[config.mk]
export PLATFORM = sky130hd
export DESIGN_NAME = seq_demux
export DESIGN_NICKNAME = d
export VERILOG_FILES = /design/src/rtl/seq_demux.sv
export SDC_FILE = /design/constraint.sdc
export NUM_CORES = 1
export LEC_CHECK = 0
export CAP_MARGIN = 20
export CORE_UTILIZATION = 35
export DETAILED_ROUTE_END_ITERATION = 8
export GPL_TIMING_DRIVEN = 0
export HOLD_SLACK_MARGIN = 0.08
export PLACE_DENSITY = 0.75
export SYNTH_ARGS = -nofsm -noshare
export SYNTH_HDL_FRONTEND = slang
export SYNTH_SLANG_ARGS = --single-unit
[constraint.sdc]
create_clock -name clk -period 2.16 [get_ports clk]
set_input_delay 0.324 -clock clk [delete_from_list [all_inputs] [get_ports clk]]
set_output_delay 0.324 -clock clk [all_outputs]
set_load 0.02 [all_outputs]
[src/rtl/seq_demux.sv]
// seq_demux: registered 1-to-N demultiplexer with one-entry slot per channel,
// broadcast delivery and saturating drop count for out-of-range selects.
module seq_demux #(
    parameter int DATA_W = 8,
    parameter int N_OUT  = 4,
    parameter int SEL_W  = $clog2(N_OUT)
) (
    input  logic                    clk,
    input  logic                    rst_n,
    input  logic                    in_valid,
    output logic                    in_ready,
    input  logic [SEL_W-1:0]        in_sel,
    input  logic                    in_bcast,
    input  logic [DATA_W-1:0]       in_data,
    output logic [N_OUT-1:0]        out_valid,
    input  logic [N_OUT-1:0]        out_ready,
    output logic [N_OUT*DATA_W-1:0] out_data,
    output logic                    err_sel,
    output logic [7:0]              drop_cnt
);

    localparam logic [SEL_W:0] N_OUT_W = (SEL_W + 1)'(N_OUT);

    logic [N_OUT-1:0]  valid_q;
    logic [DATA_W-1:0] data_q [N_OUT];
    logic [N_OUT-1:0]  can_take;
    logic [N_OUT-1:0]  target;
    logic [N_OUT-1:0]  load;
    logic [N_OUT-1:0]  drain;
    logic              sel_ok;
    logic              accept;
    logic              drop;

    always_comb begin
        can_take = '0;
        target   = '0;
        sel_ok   = ({1'b0, in_sel} < N_OUT_W);
        for (int i = 0; i < N_OUT; i++) begin
            can_take[i] = !valid_q[i] || out_ready[i];
            target[i]   = in_bcast || (sel_ok && (in_sel == SEL_W'(i)));
        end
    end

    // Untargeted channels never gate in_ready, so a bad select is always taken
    assign in_ready = &(~target | can_take);
    assign accept   = in_valid && in_ready;
    assign drop     = accept && !in_bcast && !sel_ok;
    assign load     = target & {N_OUT{accept}};
    assign drain    = valid_q & out_ready;

    always_ff @(posedge clk or negedge rst_n) begin
        if (!rst_n) begin
            valid_q <= '0;
            for (int i = 0; i < N_OUT; i++) begin
                data_q[i] <= '0;
            end
        end else begin
            for (int i = 0; i < N_OUT; i++) begin
                if (load[i]) begin
                    valid_q[i] <= 1'b1;
                    data_q[i]  <= in_data;
                end else if (drain[i]) begin
                    valid_q[i] <= 1'b0;
                end
            end
        end
    end

    always_ff @(posedge clk or negedge rst_n) begin
        if (!rst_n) begin
            err_sel  <= 1'b0;
            drop_cnt <= 8'd0;
        end else begin
            err_sel <= drop;
            if (drop && (drop_cnt != 8'hFF)) begin
                drop_cnt <= drop_cnt + 8'd1;
            end
        end
    end

    assign out_valid = valid_q;

    for (genvar g = 0; g < N_OUT; g++) begin : g_out
        assign out_data[g*DATA_W +: DATA_W] = data_q[g];
    end

endmodule

# Word-level counts from Yosys, hierarchy flattened
# Index checks and enable logic that the tools add are counted.
# op_classes
eq_ne	3
muxes	8
bitwise	4
n_reduce_logical	19
# op_table
op	n
AND 4 bit	2
logical OR 1 bit	8
two-way mux 1 bit	8
nonzero test 2 bit	4
== test 2 bit (second input constant)	2
logical NOT 1 bit	4
NOT 4 bit	1
bitwise OR 4 bit	1
AND reduction 4 bit	1
== test 2 x 1 -> 1 bit (second input constant)	1
logical NOT 2 bit	1
logical AND 1 bit	1
# word_totals
ff_bits	36
inputBits	18
elab_cells	42

# Longest topological paths before layout
# Gate-level depths: netlist of run 1.
# depth
ltp_word	8
ltp_mapped	6
mapped_depth_nobuf	5

# Worst setup path before layout of run 1
# No wires, ideal clock.
# synth_timing
path_type	register -> register
start	register valid_q[2], in the netlist out_valid[2]
end	register data_q, in the netlist out_data[24]
setup_ps	125
arrival_ps	1659
required_ps	2035
setup_slack_ps	376
path_stages_with_launch	6
path_buffers	1
period_less_slack_ps	1784
cell_sequence	dfrtp_1 nand2b_1 o22ai_2 or4b_1 buf_6 mux2_4
# synth_via
elab_chain_len	6
# synth_rtl
element	line	source
start: declaration	24	logic [N_OUT-1:0] valid_q;
start signal: assignment	53	valid_q <= '0;
start signal: indexed assignment	60	valid_q[i] <= 1'b1;
start signal: indexed assignment	63	valid_q[i] <= 1'b0;
logical NOT 1 bit	39	can_take[i] = !valid_q[i] || out_ready[i];
logical OR 1 bit	39	
bitwise OR 4 bit	45	assign in_ready = &(~target | can_take);
AND reduction 4 bit	45	
logical AND 1 bit	46	assign accept = in_valid && in_ready;
AND 4 bit	48	assign load = target & {N_OUT{accept}};
end signal: indexed assignment	61	data_q[i] <= in_data;
end: declaration	25	logic [DATA_W-1:0] data_q [N_OUT];
# No other way between the ends.
# A chain may end at the register's enable or synchronous reset.

# Worst setup path in the final report of run 1
# layout_timing
start	input port out_ready[2]
end	register data_q, in the netlist out_data[30]
# layout_via
elab_chain_len	5
# layout_rtl
element	line	source
start: declaration	16	input logic [N_OUT-1:0] out_ready,
logical OR 1 bit	39	
bitwise OR 4 bit	45	
AND reduction 4 bit	45	
logical AND 1 bit	46	
AND 4 bit	48	
# No other way between the ends.

==> flow_summary.ini, run 1 <==
[place]
numPortBuffers = 54
gp_congestion = 0.772
dp_hpwl_um = 2380
pre_cts_ws_ns = -0.476

[clock_network]
clockBufferDepth = 2
cts_made_buffers = 5
clkTransAtPathRegs_ns = 0.07
cts.sinks = 36
cts_tree = yes
clockRootBuffer = clkbuf_8
insertion_delay_ns = 0.28
h-tree-depth = 2

[layout]
area_growth_pct = 49.8
n_fill_cell = 362
finalNetCount = 197
drive_gt1_share_pct = 37.4
diodes = 0
mostFrequentLayoutCell = clkdlybuf4s50_1
layout_common_cells = 49 x clkdlybuf4s50_1, 36 x dfrtp_1, 24 x mux2_2

[floorplanning]
die_w_um = 69.4
start_util_pct = 36.5
num_rows = 24
io_pins = 64
dieHeight_um = 69.4
core_area_um2 = 4350
dieArea_um2 = 4810

[global_route]
grt_pass1_wl_um = 5660
grt_pass1_vias = 1090
globalRouteOverflowTotal = 0
grt.total_usage_pct = 15.7
antenna_found_initial = 0
grt_max_degree = 37

[timing]
fin_crit_ns = 2.04
fin_ws_ns = 0.124
whs_ns = 0.117
finalMaxSlewViolations = 0
rsz0062_at_grt = false
clock_skew_ns = 0.00622
hold_viol = 0
worst_pin_slew_ns = 0.778
finalSetupViolations = 0
max_freq_ghz = 0.491
finalCritPeriodShare_pct = 94.2
max_slew_margin_pct = 48.2

[synth]
synth_adder_area_share_pct = 0
synth_area_um2 = 1590
synth.area.mux_share_pct = 24.6
synthFlopType = dfrtp_1
seq_area_frac_synth_pct = 56.7
async_reset_ff_share_pct = 100
ys.warnings.count = 0
yosysUniqueCellTypes = 24
synth_xor_area_share_pct = 0
synth_seq_cells = 36
syn_inst = 105
synth_top_area_cell = dfrtp_1
synth_edf_count = 0
syn_area_per_cell_um2 = 15.1
synth_top_family_by_area = multiplexers
yosys.area_share.simple_pct = 7.41
yosys-top-cells-area = dfrtp_1 57%, mux2_2 17%, mux2_4 7.6%, buf_4 4.3%, nor3_4 2.0%
synth_top_cell_area_share_pct = 56.7
synth-compound-area-share_pct = 5.83

[drt]
drc = 0
wire_per_inst_um = 14.9
routed_wl_um = 3440
drt_iter0_markers = 22
vias = 1095
ant_nets = 0
first_pass_iters = 2
via_per_inst = 4.74

[worst_setup_path]
path_class = in2reg
critical_path.cell_chain = clkdlybuf4s50_1, nand2b_1, o22ai_4, or4b_1, buf_6, mux2_4
endpoint_kind = flop
cpPeakStageDelay_ns = 0.56
worstPathRequired_ns = 2.32
arrival_ns = 2.20
path_max_fanout = 9
crit_path_top_delay_cell = or4b_1
cp-start-kind = input port

[power_and_ir_drop]
power_density_nw_per_um2 = 1100
p_leak_nw = 1.04
max-vdd-ir-drop_mv = 0.637
p_total_mw = 2.61

[outcome]
outcome = finished clean

[min_path]
hp-class = in2async

[job]
cap_violations = 0
## worst paths after layout
path                       cells after the start  slack [ns]    startpoint            to
max in group asynchronous                      1        1.55         rst_n   out_data[9]
min                                            1        0.12         rst_n   out_data[2]
min reg2reg                                    1        0.51  out_data[13]  out_data[13]
max                                            6        0.12  out_ready[2]  out_data[30]
min in group clk                               1        0.51  out_data[13]  out_data[13]
max reg2reg                                    5        0.26  out_valid[2]  out_data[30]
## through the flow
step                setup TNS [ns]  std cells  util [%]  area [um^2]
detailed placement          -13.47        219      50.9         2220
CTS                              0        231      54.6         2380
floorplan                        0        113         -         1620
global route                     0        231      54.6         2380
global placement            -11.89        219      51.1         2220
finish                           0        231      54.6         2380
## repair_timing
item | CTS | global route
endpoints found under the setup margin | 26 | 0
hold buffers | 0 | 0
resized for setup | 10 | 0
setup buffers | 5 | 0
## final cells by class
type / count / area (um^2) / area share [%]
inverters: 1 / 3.75 / 0.158
repair buffers: 59 / 571 / 24.0
clock buffers: 7 / 96.3 / 4.05
plain buffers: 10 / 78.8 / 3.31
well taps: 52 / 65.1 / 2.74
flip-flops and latches: 36 / 901 / 37.9
multi-input cells: 66 / 663 / 27.9
## report_power, final
| group | switching [mW] | internal (mW) |
|---|---|---|
| clock network | 0.227 | 0.284 |
| logic | 0.517 | 0.596 |
| registers | 0.111 | 0.874 |
## sequential cells by signal, indices dropped and copies added (netlist names)
name,count
out_data,32
out_valid,4
## synthesized netlist by cell type, types with 2 or more instances
master and number:
buf_4 9, dfrtp_1 36, mux2_2 24, mux2_4 8, nand2_1 2, nand2b_1 4, nor2_1 2, nor3_4 2
o31ai_1 3
## cell families after synthesis
family | after synthesis
and+or+nand+nor | 15
DFF | 36
muxes | 32
buffers and inverters | 11
other | 1
AOI/OAI and AO/OA | 10
## per-layer routing
metal | routed length [um] | up-vias | GRT usage (%)
met5 | 0 | - | 0
met4 | 68 | 0 | 6.35
met3 | 265 | 8 | 7.12
met2 | 1680 | 45 | 25.0
met1 | 1420 | 538 | 18.4
li1 | - | 504 | -
## worst max-delay path: cells and delay by family
kind / cells / cell delay [ns]
AOI/OAI and AO/OA: 1 / 0.13
muxes: 1 / 0.31
buffers and inverters: 2 / 0.64
and+or+nand+nor: 2 / 0.80
No activity file was read; power rests on OpenSTA's default activity.
==> run 2: changes to the inputs <==
CTS_BUF_LIST = sky130_fd_sc_hd__clkbuf_16   (was default)
TNS_END_PERCENT = 100   (was default)
==> run 2 against run 1 <==
Flip-flop and latch count unchanged. Cell area is 1.5% higher. Register-to-register slack barely moved. Critical path depth did not move. Core utilization rose by 0.83 points. Count of clock-buffer cells in the layout shrank 2. Clock skew down 0.0041 ns. Via count rose by 0.64%. Critical path type unchanged. Highest routed layer unchanged.
==> flow_summary.ini, run 2 (synthesis gave the netlist of run 1 again) <==
[place]
gp_congestion = 0.772
post_dp_cell_area_um2 = 2220
dp.cells = 219
dp_hpwl_um = 2380
pre_cts_ws_ns = -0.476
numPortBuffers = 54

[worst_setup_path]
path_class = in2reg
worstRegToRegCells = 5
path_max_fanout = 9
cp-start-kind = input port
worstPathRequired_ns = 2.31
endpoint_kind = flop
arrival_ns = 2.20

[drt]
routed_wl_um = 3470
first_pass_iters = 4
via_per_inst = 4.77
vias = 1102
ant_nets = 0
drc = 0
drt_iter0_markers = 51
wire_per_inst_um = 15.0

[timing]
fin_ws_ns = 0.109
worst_pin_slew_ns = 0.784
hold_viol = 0
finalSetupViolations = 0
finalMaxSlewViolations = 0
finalCritPeriodShare_pct = 94.9
rsz0062_at_grt = false
clock_skew_ns = 0.00214
max_slew_margin_pct = 47.7
max_freq_ghz = 0.488
fin_crit_ns = 2.05

[global_route]
grt_pass1_vias = 1095
antenna_found_initial = 0
grt_pass1_wl_um = 5690
grt_max_degree = 37
grt.total_usage_pct = 15.5
globalRouteOverflowTotal = 0

[clock_network]
cts_made_buffers = 5
insertion_delay_ns = 0.27
cts_tree = yes
h-tree-depth = 2
clockRootBuffer = clkbuf_16
hold_buffers = 0
clkTransAtPathRegs_ns = 0.05
cts.sinks = 36
clockBufferDepth = 2

[power_and_ir_drop]
power_density_nw_per_um2 = 1140
p_total_mw = 2.76
p_leak_nw = 1.05
max-vdd-ir-drop_mv = 0.665

[floorplanning]
dieHeight_um = 69.4
die_w_um = 69.4
start_util_pct = 36.5
core_area_um2 = 4350
dieArea_um2 = 4810
io_pins = 64
num_rows = 24

[layout]
fin_util_pct = 55.5
area_growth_pct = 52.1
mostFrequentLayoutCell = clkdlybuf4s50_1
diodes = 0
stdcell_area_um2 = 2410
largest_reg_flops = 32
finalNetCount = 197
drive_gt1_share_pct = 36.3
fin_cells = 231
layout_common_cells = 49 x clkdlybuf4s50_1, 36 x dfrtp_1, 24 x mux2_2

[outcome]
outcome = finished clean

[job]
cap_violations = 0

[min_path]
hp-class = in2async
-- run 2: cell types whose count changed in the layout (fill, tap and decap cells not counted) --
cell       change
clkbuf_16      +5
clkbuf_8       -7
clkinv_1       +2
-- run 2: report_power, final --
group          internal [mW]  switching, mW  total (mW)
combinational          0.596          0.519        1.11
clock                  0.412          0.248       0.660
sequential             0.875          0.110       0.985
total                   1.88          0.877        2.76
-- run 2: layout make-up --
class	instances	area (um^2)
Buffer	10	78.8
Clock buffer	5	125
Clock inverter	2	7.51
Fill cell	356	1940
Inverter	1	3.75
Multi-Input combinational cell	66	663
Sequential cell	36	901
Tap cell	52	65.1
Timing Repair Buffer	59	571
-- run 2: worst paths after layout --
kind | from | to | slack [ns]
worst max-delay path | out_ready[0] | out_data[30] | 0.11
worst min-delay path | rst_n | out_data[2] | 0.13
worst max register to register | out_valid[0] | out_data[30] | 0.27
worst min register to register | out_data[22] | out_data[22] | 0.50
max in group asynchronous | rst_n | out_data[28] | 1.53
min in group clk | out_data[22] | out_data[22] | 0.50
-- run 2: layer usage --
layer / vias up / track usage, % / wire length (um)
met2: 47 / 24.4 / 1680
met5: - / 0 / 0
met1: 540 / 19.2 / 1450
met3: 9 / 5.38 / 248
li1: 506 / - / -
met4: 0 / 7.26 / 84
-- run 2: stage by stage --
stage | TNS [ns] | hold WS [ns]
2_1_floorplan | 0 | 0.0284
3_3_place_gp | -11.89 | 0.493
3_5_place_dp | -13.47 | 0.455
4_1_cts | 0 | 0.164
5_1_grt | 0 | 0.196
6_report | 0 | 0.132
-- run 2: what timing repair did --
| item | in CTS | in global routing |
|---|---|---|
| setup buffers | 5 | 0 |
| resized for setup | 10 | 0 |
| setup endpoints to repair | 33 | 0 |
-- run 2: worst max-delay path: stages --
cell	delay [ns]
clkdlybuf4s50_1	0.45
nand2b_1	0.24
o22ai_4	0.13
or4b_1	0.56
buf_6	0.19
mux2_4	0.31
